--- config.mk ---
export PLATFORM = sky130hd
export DESIGN_NAME = reg_port_arbiter
export DESIGN_NICKNAME = d
export VERILOG_FILES = /design/src/rtl/reg_port_arbiter.sv
export SDC_FILE = /design/constraint.sdc
export NUM_CORES = 1
export LEC_CHECK = 0
export ABC_CLOCK_PERIOD_IN_PS = 2350
export BUFFER_PORTS_ARGS = -buffer_cell sky130_fd_sc_hd__buf_2
export CAP_MARGIN = 20
export CORE_MARGIN = 10
export CORE_UTILIZATION = 44
export CTS_BUF_LIST = sky130_fd_sc_hd__clkbuf_8
export DETAILED_ROUTE_END_ITERATION = 12
export PLACE_DENSITY = 0.81
export SYNTH_ARGS = -nofsm -noshare
export SYNTH_HDL_FRONTEND = slang
export SYNTH_SLANG_ARGS = --single-unit
--- constraint.sdc ---
create_clock -name s_axi_aclk -period 2.35 [get_ports s_axi_aclk]
set_input_delay 0.47 -clock s_axi_aclk [delete_from_list [all_inputs] [get_ports s_axi_aclk]]
set_output_delay 0.47 -clock s_axi_aclk [all_outputs]
set_load 0.02 [all_outputs]
--- src/rtl/reg_port_arbiter.sv ---
`default_nettype none
// ============================================================================
// reg_port_arbiter: round-robin share of one register-access port between two
// pulse/ack requesters. Optional macro REG_ARB_TIMEOUT_EN adds an ack timeout.
// Revision: 1.0
// ============================================================================
module reg_port_arbiter #(
    parameter int                    ADDR_WIDTH     = 32,
    parameter int                    DATA_WIDTH     = 32,
    parameter int                    TIMEOUT_CYCLES = 1024,
    parameter logic [DATA_WIDTH-1:0] ERR_DATA       = 32'hDEAD_BEEF
) (
    input  logic                    s_axi_aclk,
    input  logic                    s_axi_aresetn,
    input  logic                    req0_wr_en,
    input  logic                    req0_rd_en,
    input  logic [ADDR_WIDTH-1:0]   req0_waddr,
    input  logic [ADDR_WIDTH-1:0]   req0_raddr,
    input  logic [DATA_WIDTH-1:0]   req0_wdata,
    input  logic [DATA_WIDTH/8-1:0] req0_wstrb,
    output logic                    req0_wr_ack,
    output logic                    req0_rd_ack,
    output logic [DATA_WIDTH-1:0]   req0_rdata,
    input  logic                    req1_wr_en,
    input  logic                    req1_rd_en,
    input  logic [ADDR_WIDTH-1:0]   req1_waddr,
    input  logic [ADDR_WIDTH-1:0]   req1_raddr,
    input  logic [DATA_WIDTH-1:0]   req1_wdata,
    input  logic [DATA_WIDTH/8-1:0] req1_wstrb,
    output logic                    req1_wr_ack,
    output logic                    req1_rd_ack,
    output logic [DATA_WIDTH-1:0]   req1_rdata,
    output logic                    m_wr_en,
    output logic                    m_rd_en,
    output logic [ADDR_WIDTH-1:0]   m_addr,
    output logic [DATA_WIDTH-1:0]   m_wdata,
    output logic [DATA_WIDTH/8-1:0] m_wstrb,
    input  logic [DATA_WIDTH-1:0]   m_rdata,
    input  logic                    m_wr_ack,
    input  logic                    m_rd_ack,
    output logic                    grant,
    output logic                    timeout_err
);

    localparam int STRB_WIDTH = DATA_WIDTH / 8;

    typedef enum logic [1:0] {
        IDLE  = 2'd0,
        ISSUE = 2'd1,
        WAIT  = 2'd2,
        RESP  = 2'd3
    } state_t;

    state_t state;
    state_t next_state;

    logic [1:0]            wr_pulse;
    logic [1:0]            rd_pulse;
    logic [1:0]            wr_pend;
    logic [1:0]            rd_pend;
    logic [1:0]            wr_clr;
    logic [1:0]            rd_clr;
    logic [1:0]            cand;
    logic [ADDR_WIDTH-1:0] waddr [2];
    logic [ADDR_WIDTH-1:0] raddr [2];
    logic [DATA_WIDTH-1:0] wdata [2];
    logic [STRB_WIDTH-1:0] wstrb [2];
    logic [DATA_WIDTH-1:0] rdata_q [2];
    logic [1:0]            wr_ack_q;
    logic [1:0]            rd_ack_q;
    logic [DATA_WIDTH-1:0] rsp_data;
    logic                  owner;
    logic                  op_write;
    logic                  sel_owner;
    logic                  sel_write;
    logic                  any_cand;
    logic                  ack_match;
    logic                  timed_out;

    assign wr_pulse = {req1_wr_en, req0_wr_en};
    assign rd_pulse = {req1_rd_en, req0_rd_en};
    assign waddr[0] = req0_waddr;
    assign waddr[1] = req1_waddr;
    assign raddr[0] = req0_raddr;
    assign raddr[1] = req1_raddr;
    assign wdata[0] = req0_wdata;
    assign wdata[1] = req1_wdata;
    assign wstrb[0] = req0_wstrb;
    assign wstrb[1] = req1_wstrb;

    assign req0_wr_ack = wr_ack_q[0];
    assign req1_wr_ack = wr_ack_q[1];
    assign req0_rd_ack = rd_ack_q[0];
    assign req1_rd_ack = rd_ack_q[1];
    assign req0_rdata  = rdata_q[0];
    assign req1_rdata  = rdata_q[1];

    assign cand      = wr_pend | rd_pend;
    assign any_cand  = |cand;
    assign ack_match = op_write ? m_wr_ack : m_rd_ack;

    // On a tie the requester that did not own the last access wins.
    always_comb begin
        sel_owner = cand[1];
        if (&cand) begin
            sel_owner = ~grant;
        end
        sel_write = wr_pend[sel_owner];
    end

    always_comb begin
        wr_clr = 2'b00;
        rd_clr = 2'b00;
        if (state == RESP) begin
            if (op_write) begin
                wr_clr = owner ? 2'b10 : 2'b01;
            end else begin
                rd_clr = owner ? 2'b10 : 2'b01;
            end
        end
    end

`ifdef REG_ARB_TIMEOUT_EN
    localparam int TO_W = (TIMEOUT_CYCLES > 1) ? $clog2(TIMEOUT_CYCLES) : 1;

    logic [TO_W-1:0] to_cnt;

    always_ff @(posedge s_axi_aclk or negedge s_axi_aresetn) begin
        if (!s_axi_aresetn) begin
            to_cnt      <= '0;
            timeout_err <= 1'b0;
        end else begin
            if ((state == WAIT) && !ack_match) begin
                to_cnt <= to_cnt + 1'b1;
            end else begin
                to_cnt <= '0;
            end
            if (timed_out) begin
                timeout_err <= 1'b1;
            end
        end
    end

    assign timed_out = (state == WAIT) && !ack_match &&
                       (to_cnt == TO_W'(TIMEOUT_CYCLES - 1));
`else
    logic unused_cfg;

    assign unused_cfg  = (TIMEOUT_CYCLES != 0);
    assign timed_out   = 1'b0;
    assign timeout_err = 1'b0;
`endif

    always_ff @(posedge s_axi_aclk or negedge s_axi_aresetn) begin
        if (!s_axi_aresetn) begin
            state <= IDLE;
        end else begin
            state <= next_state;
        end
    end

    always_comb begin
        next_state = state;
        case (state)
            IDLE:    if (any_cand) next_state = ISSUE;
            ISSUE:   next_state = WAIT;
            WAIT:    if (ack_match || timed_out) next_state = RESP;
            RESP:    next_state = IDLE;
            default: next_state = IDLE;
        endcase
    end

    // A new pulse wins over the clear issued in the same cycle.
    always_ff @(posedge s_axi_aclk or negedge s_axi_aresetn) begin
        if (!s_axi_aresetn) begin
            wr_pend <= 2'b00;
            rd_pend <= 2'b00;
        end else begin
            wr_pend <= wr_pulse | (wr_pend & ~wr_clr);
            rd_pend <= rd_pulse | (rd_pend & ~rd_clr);
        end
    end

    always_ff @(posedge s_axi_aclk or negedge s_axi_aresetn) begin
        if (!s_axi_aresetn) begin
            owner      <= 1'b0;
            op_write   <= 1'b0;
            m_wr_en    <= 1'b0;
            m_rd_en    <= 1'b0;
            m_addr     <= '0;
            m_wdata    <= '0;
            m_wstrb    <= '0;
            rsp_data   <= '0;
            wr_ack_q   <= 2'b00;
            rd_ack_q   <= 2'b00;
            rdata_q[0] <= '0;
            rdata_q[1] <= '0;
            grant      <= 1'b0;
        end else begin
            m_wr_en  <= 1'b0;
            m_rd_en  <= 1'b0;
            wr_ack_q <= 2'b00;
            rd_ack_q <= 2'b00;
            case (state)
                IDLE: begin
                    if (any_cand) begin
                        owner    <= sel_owner;
                        op_write <= sel_write;
                        m_addr   <= sel_write ? waddr[sel_owner] : raddr[sel_owner];
                        m_wdata  <= wdata[sel_owner];
                        m_wstrb  <= wstrb[sel_owner];
                        m_wr_en  <= sel_write;
                        m_rd_en  <= ~sel_write;
                    end
                end
                WAIT: begin
                    if (ack_match) begin
                        rsp_data <= m_rdata;
                    end else if (timed_out) begin
                        rsp_data <= ERR_DATA;
                    end
                end
                RESP: begin
                    wr_ack_q[owner] <= op_write;
                    rd_ack_q[owner] <= ~op_write;
                    if (!op_write) begin
                        rdata_q[owner] <= rsp_data;
                    end
                    grant <= owner;
                end
                default: ;
            endcase
        end
    end

endmodule
`default_nettype wire
* Yosys cells after proc, flatten, opt, wreduce, memory -nomap -nowiden
Cells that the tools add are included.
W data, S select, Z words.
** Operators by class
- $lt $le $gt $ge :: 6
- Eq/ne operators :: 5
- Multiplexer cells :: 36
- Bitwise logic cells :: 14
- Reductions and logical operators :: 9
** Operator list (number)
- $mux W32 :: 11
- $bwmux W64 :: 1
- $demux W32 S1 :: 1
- $mux W2 :: 9
- $mux W4 :: 3
- $reduce_and A2 Y1 :: 5
- $mux W1 :: 9
- $and A2 B2 Y2 :: 4
- $pmux W2 S4 :: 1
- $or A2 B2 Y2 :: 3
- $eq A2 B2 Y1 const B :: 2
- $ge A2 B2 Y1 const B :: 2
- $lt A1 B2 Y1 const B :: 2
- $ne A2 B2 Y1 const B :: 2
- $not A1 Y2 :: 2
- $not A2 Y2 :: 2
- $not A1 Y1 :: 3
- $eq A2 B1 Y1 const B :: 1
- $logic_and A1 B1 Y1 :: 2
- $logic_not A2 Y1 :: 1
- $lt A2 B1 Y1 const B :: 1
- $reduce_or A2 Y1 :: 1
- $demux W1 S1 :: 1
- $ge A1 B1 Y1 const B :: 1
** Word-level totals
- Register bits after elaboration :: 179
- Input bits :: 240
- Output and inout bits :: 140
- Word-level logic and storage cells :: 86

* Longest topological paths before layout
Gate-level depths: netlist (run 1).
- Depth after elaboration :: 8
- Gate-level depth with buffers :: 8
- Mapped depth without buffers :: 6

* Least setup slack after synthesis (run 1)
OpenSTA, ideal clock, no wires.
- Path kind :: reg2reg
- Start point :: register state[1]
- End point :: register rdata_q (netlist bit req0_rdata[10])
- Setup time :: 125 ps
- Arrival time :: 1426 ps
- Required time :: 2225 ps
- Path slack :: 799 ps
- Stages on the path, launching flop included :: 5
- Buffers on the path :: 1
- Period minus slack after synthesis :: 1551 ps
- Cell sequence :: dfrtp_1 ha_1 nor3b_4 buf_4 mux2_2
** On the way
- Word-level cells in the longest chain between the ends :: 2
** Ends and longest elaborated chain
- start, declared :: line 54 : state_t state;
- start signal, assigned :: line 158 : state <= next_state;
- $eq A2 B2 Y1 :: line 204 : case (state)
- $reduce_and A2 Y1 (no line)
- end signal, assigned by index :: line 227 : rdata_q[owner] <= rsp_data;
- end, declared :: line 68 : logic [DATA_WIDTH-1:0] rdata_q [2];
No other way between the ends.
A chain may end at the register's enable or synchronous reset.

* Worst setup path after layout (run 1)
- Start point :: register wr_pend[1]
- End point :: register m_addr[25]
** On the way
- Word-level cells in the longest chain between the ends :: 8
- Elaborated cells on any way between the ends :: 15
- Those cells by class :: mux: 10; bitwise: 2; reduce/logical: 3
** Ends and longest elaborated chain
- start, declared :: line 59 : logic [1:0] wr_pend;
- start signal, assigned :: line 179 : wr_pend <= wr_pulse | (wr_pend & ~wr_clr);
- $or A2 B2 Y2 :: line 98 : assign cand = wr_pend | rd_pend;
- $reduce_and A2 Y1 :: line 105 : if (&cand) begin
- $mux W1 :: line 105
- $not A1 Y2 (not written as such) :: line 209 : m_addr <= sel_write ? waddr[sel_owner] : raddr[sel_owner];
- $mux W32 (not written as such) (3 in a row) :: line 209
- $mux W32 :: line 209
- end signal, assigned :: line 209
- end, declared :: line 35 : output logic [ADDR_WIDTH-1:0] m_addr,
Several ways; a longest one is shown, not always the timed one. The select of a mux whose other input is x is not followed.

==> results of run 1 <==
-- sequential cells by signal, indices dropped and copies added (netlist names), 2 cells and up --
name and count:
m_wdata 32, wr_ack_q 2, state 2, req1_rdata 32, req0_rdata 32, wr_pend 2, m_wstrb 4, rsp_data 32
rd_ack_q 2, rd_pend 2, m_addr 32
-- layer usage --
| metal | vias up | track usage, % | wire (um) |
|---|---|---|---|
| met4 | 4 | 7.467 | 698 |
| met3 | 42 | 8.409 | 2665 |
| met2 | 291 | 35.28 | 13210 |
| li1 | 3055 | - | - |
| met1 | 3217 | 23.38 | 9812 |
| met5 | - | 0 | 17 |
-- cell usage in the layout, fill, tap and decap left out, drive strengths merged --
cell type and instances:
clkinvlp 1, conb 1, nor3b 3, nor2b 2
buf 394, nand3 1, and2 1, ha 4
nand2 167, mux2 66, o221ai 33, diode 10
o32a 1, nor4 1, dfrtp 179, a21oi 3
clkbuf 17, dlygate4sd3 1, inv 17, bufinv 2
nor2 3, a21o 1, o21ai 41, nand2b 2
clkinv 4, o21bai 3, mux2i 100
-- worst register-to-register path, stage by stage, from the launching register on --
cell	delay, ns
dfrtp_1	0.45
o21ai_4	0.62
buf_12	0.30
mux2i_1	0.26
o221ai_1	0.14
-- logic make-up after synthesis --
family	count (synthesis)	synth area share (%)
AOI/OAI and AO/OA	82	7.307
adders and majority gates	4	0.6245
buffers and inverters	53	5.246
DFF	179	55.89
muxes	166	21.86
other	1	0.04679
and+or+nand+nor	180	9.024
-- final timing paths --
check                               start             end  slack (ns)
setup reg to reg               wr_pend[1]      m_addr[25]        0.45
min in group asynchronous   s_axi_aresetn   req0_rdata[0]        0.44
max in group asynchronous   s_axi_aresetn      m_wdata[2]        1.23
hold reg to reg            req1_rdata[29]  req1_rdata[29]        0.48
setup / recovery               wr_pend[1]      m_addr[25]        0.45
hold / removal                 req1_rd_en      rd_pend[1]        0.20
-- layout make-up --
class / instances / area [um2]
Fill cell: 1557 / 7455
Sequential cell: 179 / 4479
Multi-Input combinational cell: 433 / 3148
Timing Repair Buffer: 395 / 2141
Tap cell: 229 / 286.5
Clock buffer: 17 / 234.0
Clock inverter: 13 / 153.9
Inverter: 11 / 41.29
Antenna cell: 10 / 25.02
-- metrics by stage --
stage                     cell area [um2]  setup slack, ns  util (%)
after global placement              10090           0.4617     56.15
after CTS                           10480           0.3947     58.36
after floorplan                      8014           0.7994         -
after detailed placement            10090           0.3972     56.15
final                               10510           0.4536     58.50
after global routing                10500           0.2911     58.47
-- power by group --
| part | switching (W) | leakage, nW | internal (W) | total [W] |
|---|---|---|---|---|
| sequential | 0.000834 | 2.24 | 0.00450 | 0.00533 |
| combinational | 0.00401 | 3.22 | 0.00271 | 0.00672 |
| clock | 0.00118 | 0.200 | 0.000961 | 0.00215 |
-- repair_timing --
item | 4_1_cts | 5_1_grt
endpoints found under the hold margin | 21 | 0
endpoints found under the setup margin | 0 | 0
hold buffers | 1 | 0
gates resized for setup | 0 | 0
==> metrics, run 1 <==
worst-path cell chain=o21ai_4, buf_12, mux2i_1, o221ai_1; CTS tree=done; P_leak=5.657 nW; max cap viols=0; via count=6,609; WHS Path Cells=2; Clock Skew=0.01917 ns; actual transition at the worst max-transition pin=0.7300 ns; CP bufs+invs=1; worst vdd ir=0.7948 mV; Total Power=0.01420 W; GR Overflow Total=0; Clock Path Buffers=2; most frequent cell after synthesis=dfrtp_1; Final Cycle Share=80.70%; crit path kind=reg2reg; clk sink count=179; Post-Layout Cell Count=1,287; row count=49; distinct cell type count of the synthesized netlist=36; # IOs=380; Yosys top cell area share=55.89%; mean area per synthesized cell=12.05 um2; syn nets=909; min-delay worst type=in2reg; commonest cells in the netlist=dfrtp_1 (179), nand2_1 (166), mux2i_1 (100); RSZ-0062 raised after global routing=false; Max Transition Viols Final=0; Post-synth EDFFs=0; drt first pass iters=5; Max Fclk=527.3 MHz; Worst path max stage delay=0.62 ns; largest net degree at the start of global routing=74; total negative slack=0 ns; Inst Count DP=1,246; total wire length=26.41 mm; ranking of synthesized cells by area=dfrtp_1 (56%), mux2i_1 (12%), mux2_2 (8.9%); DRC Markers=0; Hold Vio Cnt, Final=0; Max FO, Critical Path=26; I/O Buffers=378; antenna violations before repair=11; critical path depth=4; DP HPWL=20.37 mm; core area=0.01796 mm2; die height=155.0 um; Synth Instances=665; fin nets=1,281; WL/cell=20.52 um; drt via density=5.135; Worst Path Arrival=2.21 ns; Clk pin slew, worst setup/hold paths=0.09 ns; initial DRC count=304; Post-Syn Area=0.008014 mm2; H-tree depth=4; final setup vio count=0; async set-or-reset flop fraction in the synthesized netlist=100.0%; Max transition margin=51.15%; yosys warns=0; Placer Congestion=0.9341; CTS Buf Count=17; die area=0.02401 mm2; Slowest cell on crit path=o21ai_4; antenna-violating nets left=0; Post-CTS Setup Repair Bufs=0; wire length of the first global-routing pass=39.70 mm; clk_lat worst skew=0.46 ns; crit path time final=1.896 ns; hold slack=0.1988 ns; gr usage total=20.92%; Clock Tree Root=clkbuf_8; r2r worst-path depth=4; number of global-route vias before repair=6,927; #FFs+latches synth=179; leading area contributor after synthesis=dfrtp_1; crit path capture type=flop; commonest register cell after synthesis=dfrtp_1; Crit path max-delay family=compound AO/OA/AOI/OAI gates; WP data required=2.66 ns; Pwr per Cell Area=1351 mW/mm2; run status=finished, final reports clean; crit start category=flop; share of layout cells above drive strength 1=47.61%; Die Wd=155.0 um; initial core utilization=44.61%; layout overhead on the synthesized area=31.13%; Seq/Total Area, Yosys=55.89%
Power figures use the tool's default switching activity.
==> run 2, diff against run 1 <==
--- a/config.mk
+++ b/config.mk
@@ -5,7 +5,7 @@
 export SDC_FILE = /design/constraint.sdc
 export NUM_CORES = 1
 export LEC_CHECK = 0
-export ABC_CLOCK_PERIOD_IN_PS = 2350
+export ABC_CLOCK_PERIOD_IN_PS = 2000
 export BUFFER_PORTS_ARGS = -buffer_cell sky130_fd_sc_hd__buf_2
 export CAP_MARGIN = 20
 export CORE_MARGIN = 10
==> constraint.sdc (replaced) <==
create_clock -name s_axi_aclk -period 2 [get_ports s_axi_aclk]
set_input_delay 0.4 -clock s_axi_aclk [delete_from_list [all_inputs] [get_ports s_axi_aclk]]
set_output_delay 0.4 -clock s_axi_aclk [all_outputs]
set_load 0.02 [all_outputs]
==> metrics, run 2 (same netlist as run 1, synthesis figures left out) <==
run status=finished, final reports clean; clk sink count=179; crit path kind=reg2reg; Clock Path Buffers=2; Total Power=0.01699 W; drt via density=5.056; clk_lat worst skew=0.45 ns; drt first pass iters=4; initial DRC count=258; GR Overflow Total=0; switching share of power=41.98%; row count=49; I/O Buffers=378; commonest cells after routing, fill and taps aside=buf_2 (377), dfrtp_1 (179), nand2_1 (166), mux2i_1 (100), mux2_2 (63); Setup WS post-layout=0.1436 ns; combinational fraction of design power=47.8%; min-delay worst type=in2reg; crit path capture type=flop; Filler Cells Inserted=1,556; Clk pin slew, worst setup/hold paths=0.08 ns; largest net degree at the start of global routing=54; most common cell after layout, fill and taps aside=buf_2; layout overhead on the synthesized area=33.27%; WP data required=2.29 ns; Clock Skew=0.02045 ns; total wire length=26.50 mm; Die Wd=155.0 um; Max transition margin=60.07%; post-route cell area=0.01068 mm2; Clk pwr share=15.3%; Worst Path Arrival=2.15 ns; gr usage total=21.08%; via count=6,568; CTS tree=done; DP HPWL=20.36 mm; worst vdd ir=0.9477 mV; Max FO, Critical Path=16; antenna-violating nets left=0; number of global-route vias before repair=6,888; core area=0.01796 mm2; CTS Buf Count=17; Final Cycle Share=92.82%; met2 wire len=13.33 mm; H-tree depth=4; actual transition at the worst max-transition pin=0.5976 ns; uppermost layer routed=met5; Hold Vio Cnt, Final=0; WL/cell=20.40 um; initial core utilization=44.61%; total negative slack=0 ns; Placer Congestion=0.9009; fin nets=1,291; die height=155.0 um; Clock Tree Root=clkbuf_8; sequential power share=36.9%; switching power=0.007133 W; hold slack=0.1483 ns; Detail Route met3 WL=2.483 mm; Internal Power=0.009859 W; share of layout cells above drive strength 1=48.35%; Pwr per Cell Area=1591 mW/mm2; die area=0.02401 mm2; # IOs=380; crit start category=flop; pre-CTS setup slack=-0.09516 ns; max cap viols=0; antenna violations before repair=12; placed inst area=0.01013 mm2; WL met1=9.974 mm; Max Fclk=538.7 MHz; DRC Markers=0; final setup vio count=0; crit path time final=1.856 ns; P_leak=5.733 nW; Max Transition Viols Final=0; wire length of the first global-routing pass=39.76 mm
-- run 2: worst max-delay path, stage by stage, from the launching register on --
cell,delay [ns]
dfrtp_1,0.46
nand2b_1,0.26
o21ai_1,0.25
a21oi_4,0.56
o221ai_1,0.18
-- run 2: cell type report --
type / count / area, um2 / area share, %
Inverter: 11 / 41.29 / 0.3866
Timing Repair Buffer: 404 / 2258 / 21.15
Clock inverter: 11 / 142.6 / 1.336
Clock buffer: 20 / 275.3 / 2.577
Sequential cell: 179 / 4479 / 41.94
Multi-Input combinational cell: 434 / 3169 / 29.67
Tap cell: 229 / 286.5 / 2.683
Antenna cell: 11 / 27.53 / 0.2577
-- run 2: per-stage QoR --
step / std cells / utilization, %
after floorplan: 665 / -
after global placement: 1249 / 56.41
after detailed placement: 1249 / 56.41
after CTS: 1282 / 58.91
after global routing: 1297 / 59.43
final: 1299 / 59.46
-- run 2: metal layers --
metal	vias to the layer above	global-route usage [%]
li1	3086	-
met1	3165	23.90
met2	280	35.34
met3	35	7.913
met4	2	8.007
met5	-	0
-- run 2: path summary, 6_finish.rpt --
check / from / endpoint / slack (ns) / cells past startpoint
min in group asynchronous: s_axi_aresetn / rsp_data[19] / 0.42 / 2
worst min register to register: req1_rdata[4] / req1_rdata[4] / 0.48 / 2
worst min-delay path: req1_rd_en / rd_pend[1] / 0.15 / 2
worst max-delay path: wr_pend[1] / m_addr[5] / 0.14 / 4
worst max register to register: wr_pend[1] / m_addr[5] / 0.14 / 4
max in group asynchronous: s_axi_aresetn / m_addr[19] / 0.95 / 3
-- run 2: what timing repair did --
item / CTS / global route
setup buffers: 0 / 6
resized for setup: 2 / 0
setup endpoints to repair: 30 / 20
pin swaps: 1 / 3
endpoints found under the hold margin: 34 / 0
cloned: 1 / 0
hold buffers: 1 / 0
-- run 2: power groups by stage --
stage	clock network (W)	logic, W	registers [W]
floorplan	0	0.00405	0.00772
global placement	0	0.00788	0.00623
detailed placement	0	0.00807	0.00632
CTS	0.00270	0.00813	0.00627
global route	0.00284	0.00882	0.00647
finish	0.00260	0.00812	0.00627
==> run 3, diff against run 2 <==
--- a/config.mk
+++ b/config.mk
@@ -9,10 +9,10 @@
 export BUFFER_PORTS_ARGS = -buffer_cell sky130_fd_sc_hd__buf_2
 export CAP_MARGIN = 20
 export CORE_MARGIN = 10
-export CORE_UTILIZATION = 44
+export CORE_UTILIZATION = 48
 export CTS_BUF_LIST = sky130_fd_sc_hd__clkbuf_8
 export DETAILED_ROUTE_END_ITERATION = 12
-export PLACE_DENSITY = 0.81
+export PLACE_DENSITY = 0.87
 export SYNTH_ARGS = -nofsm -noshare
 export SYNTH_HDL_FRONTEND = slang
 export SYNTH_SLANG_ARGS = --single-unit
==> metrics, run 3 (same netlist as run 1, synthesis figures left out) <==
crit path time final=1.811 ns; crit path kind=reg2reg; Worst Path Arrival=2.16 ns; GR Overflow Total=0; I/O Buffers=378; Finished Core Util=64.67%; drt via density=5.128; Inst Count DP=1,243; share of layout cells above drive strength 1=48.40%; H-tree depth=4; drt first pass iters=4; DP HPWL=20.43 mm; Clock Path Buffers=2; number of global-route vias before repair=6,987; Pwr per Cell Area=1579 mW/mm2; WP data required=2.35 ns; clk sink count=179; Clock Skew=0.01531 ns; commonest cells after routing, fill and taps aside=buf_2 (377), dfrtp_1 (179), nand2_1 (166), mux2i_1 (100), mux2_2 (63); clk_lat worst skew=0.45 ns; core area=0.01647 mm2; placed inst area=0.01014 mm2; worst-path cell chain=inv_1, ha_1, nor3b_2, a21oi_4, buf_12, o221ai_1; reg2reg start=state[0]; total wire length=26.33 mm; crit start category=flop; antenna violations before repair=12; worst vdd ir=0.9771 mV; Die Wd=149.2 um; antenna-violating nets left=0; max cap viols=0; r2r worst-path depth=6; Clk pin slew, worst setup/hold paths=0.10 ns; CP endpoint=m_addr[2]; WHS Path Cells=2; initial core utilization=48.67%; Placer Congestion=0.9264; via count=6,620; fin nets=1,291; min-delay worst type=in2reg; layout overhead on the synthesized area=32.86%; most common cell after layout, fill and taps aside=buf_2; run status=finished, final reports clean; Max Fclk=552.1 MHz; Max FO, Critical Path=17; CTS Buf Count=17; Slowest cell on crit path=nor3b_2; Final Cycle Share=90.56%; largest net degree at the start of global routing=56; wire length of the first global-routing pass=39.47 mm; post-route cell area=0.01065 mm2; actual transition at the worst max-transition pin=0.5328 ns; Worst path max stage delay=0.49 ns; crit path capture type=flop; P_leak=5.721 nW; die height=149.2 um; Max transition margin=64.24%; Worst setup startpoint=state[0]; row count=47; # IOs=380; Post-Layout Cell Count=1,291; FF-to-FF setup slack=0.19 ns; RR Endpoint=m_addr[2]; DRC Markers=0; initial DRC count=258; gr usage total=22.72%; Hold Vio Cnt, Final=0; RSZ-0062 raised after global routing=false; Max Transition Viols Final=0; WL/cell=20.40 um; final setup vio count=0; CTS tree=done; die area=0.02226 mm2; Clock Tree Root=clkbuf_8
==> run 3: worst min-delay path by stage <==
stage / from / endpoint
6_report: req1_rd_en / rd_pend[1]
5_1_grt: req1_rd_en / rd_pend[1]
4_1_cts: req1_rd_en / rd_pend[1]
3_5_place_dp: s_axi_aresetn / req1_rdata[14]
3_3_place_gp: s_axi_aresetn / req0_rdata[14]
2_1_floorplan: s_axi_aresetn / grant
==> run 3: per-stage QoR <==
step	worst slack (ns)	hold WS [ns]	TNS (ns)	total power [W]
2_1_floorplan	0.4494	0.1044	0	0.01177
3_3_place_gp	-0.04305	0.3545	-1.170	0.01409
3_5_place_dp	-0.1663	0.3546	-3.736	0.01442
4_1_cts	0.06675	0.09898	0	0.01697
5_1_grt	0.03872	0.1010	0	0.01792
6_report	0.1888	0.1366	0	0.01681
==> run 3: layer usage <==
metal / vias to the layer above / part of all wire, % / wire length, um / GRT usage, %
met2: 283 / 51 / 13320 / 37.72
met4: 2 / 3.1 / 811 / 10.45
li1: 3082 / - / - / -
met5: - / 0.076 / 20 / 0
met3: 47 / 9.6 / 2534 / 8.556
met1: 3206 / 37 / 9646 / 25.44
==> run 3: area by class of cell <==
class,instances,area (um2)
Fill cell,1325,5818
Clock buffer,18,247.7
Clock inverter,14,146.4
Inverter,11,41.29
Timing Repair Buffer,404,2258
Sequential cell,179,4479
Antenna cell,11,27.53
Multi-Input combinational cell,434,3172
Tap cell,220,275.3
==> run 3: repair_timing <==
item                                   in CTS  in global routing
cloned                                      1                  0
endpoints found under the hold margin      38                  0
setup endpoints to repair                  34                 20
gates resized for setup                     2                  1
pin swaps                                   1                  2
setup buffers                               0                  3
hold buffers                                1                  0
==> run 3: critical path: cells and delay by family, from the launching register on <==
family,cells,cell delay (ns)
AOI/OAI and AO/OA,2,0.22
adders and majority gates,1,0.28
buffers and inverters,2,0.30
DFF,1,0.41
and+or+nand+nor,1,0.49
==> run 3: report_power, final <==
group          internal, W  switching (W)
clock network      0.00106        0.00142
logic              0.00328        0.00476
registers          0.00528        0.00100
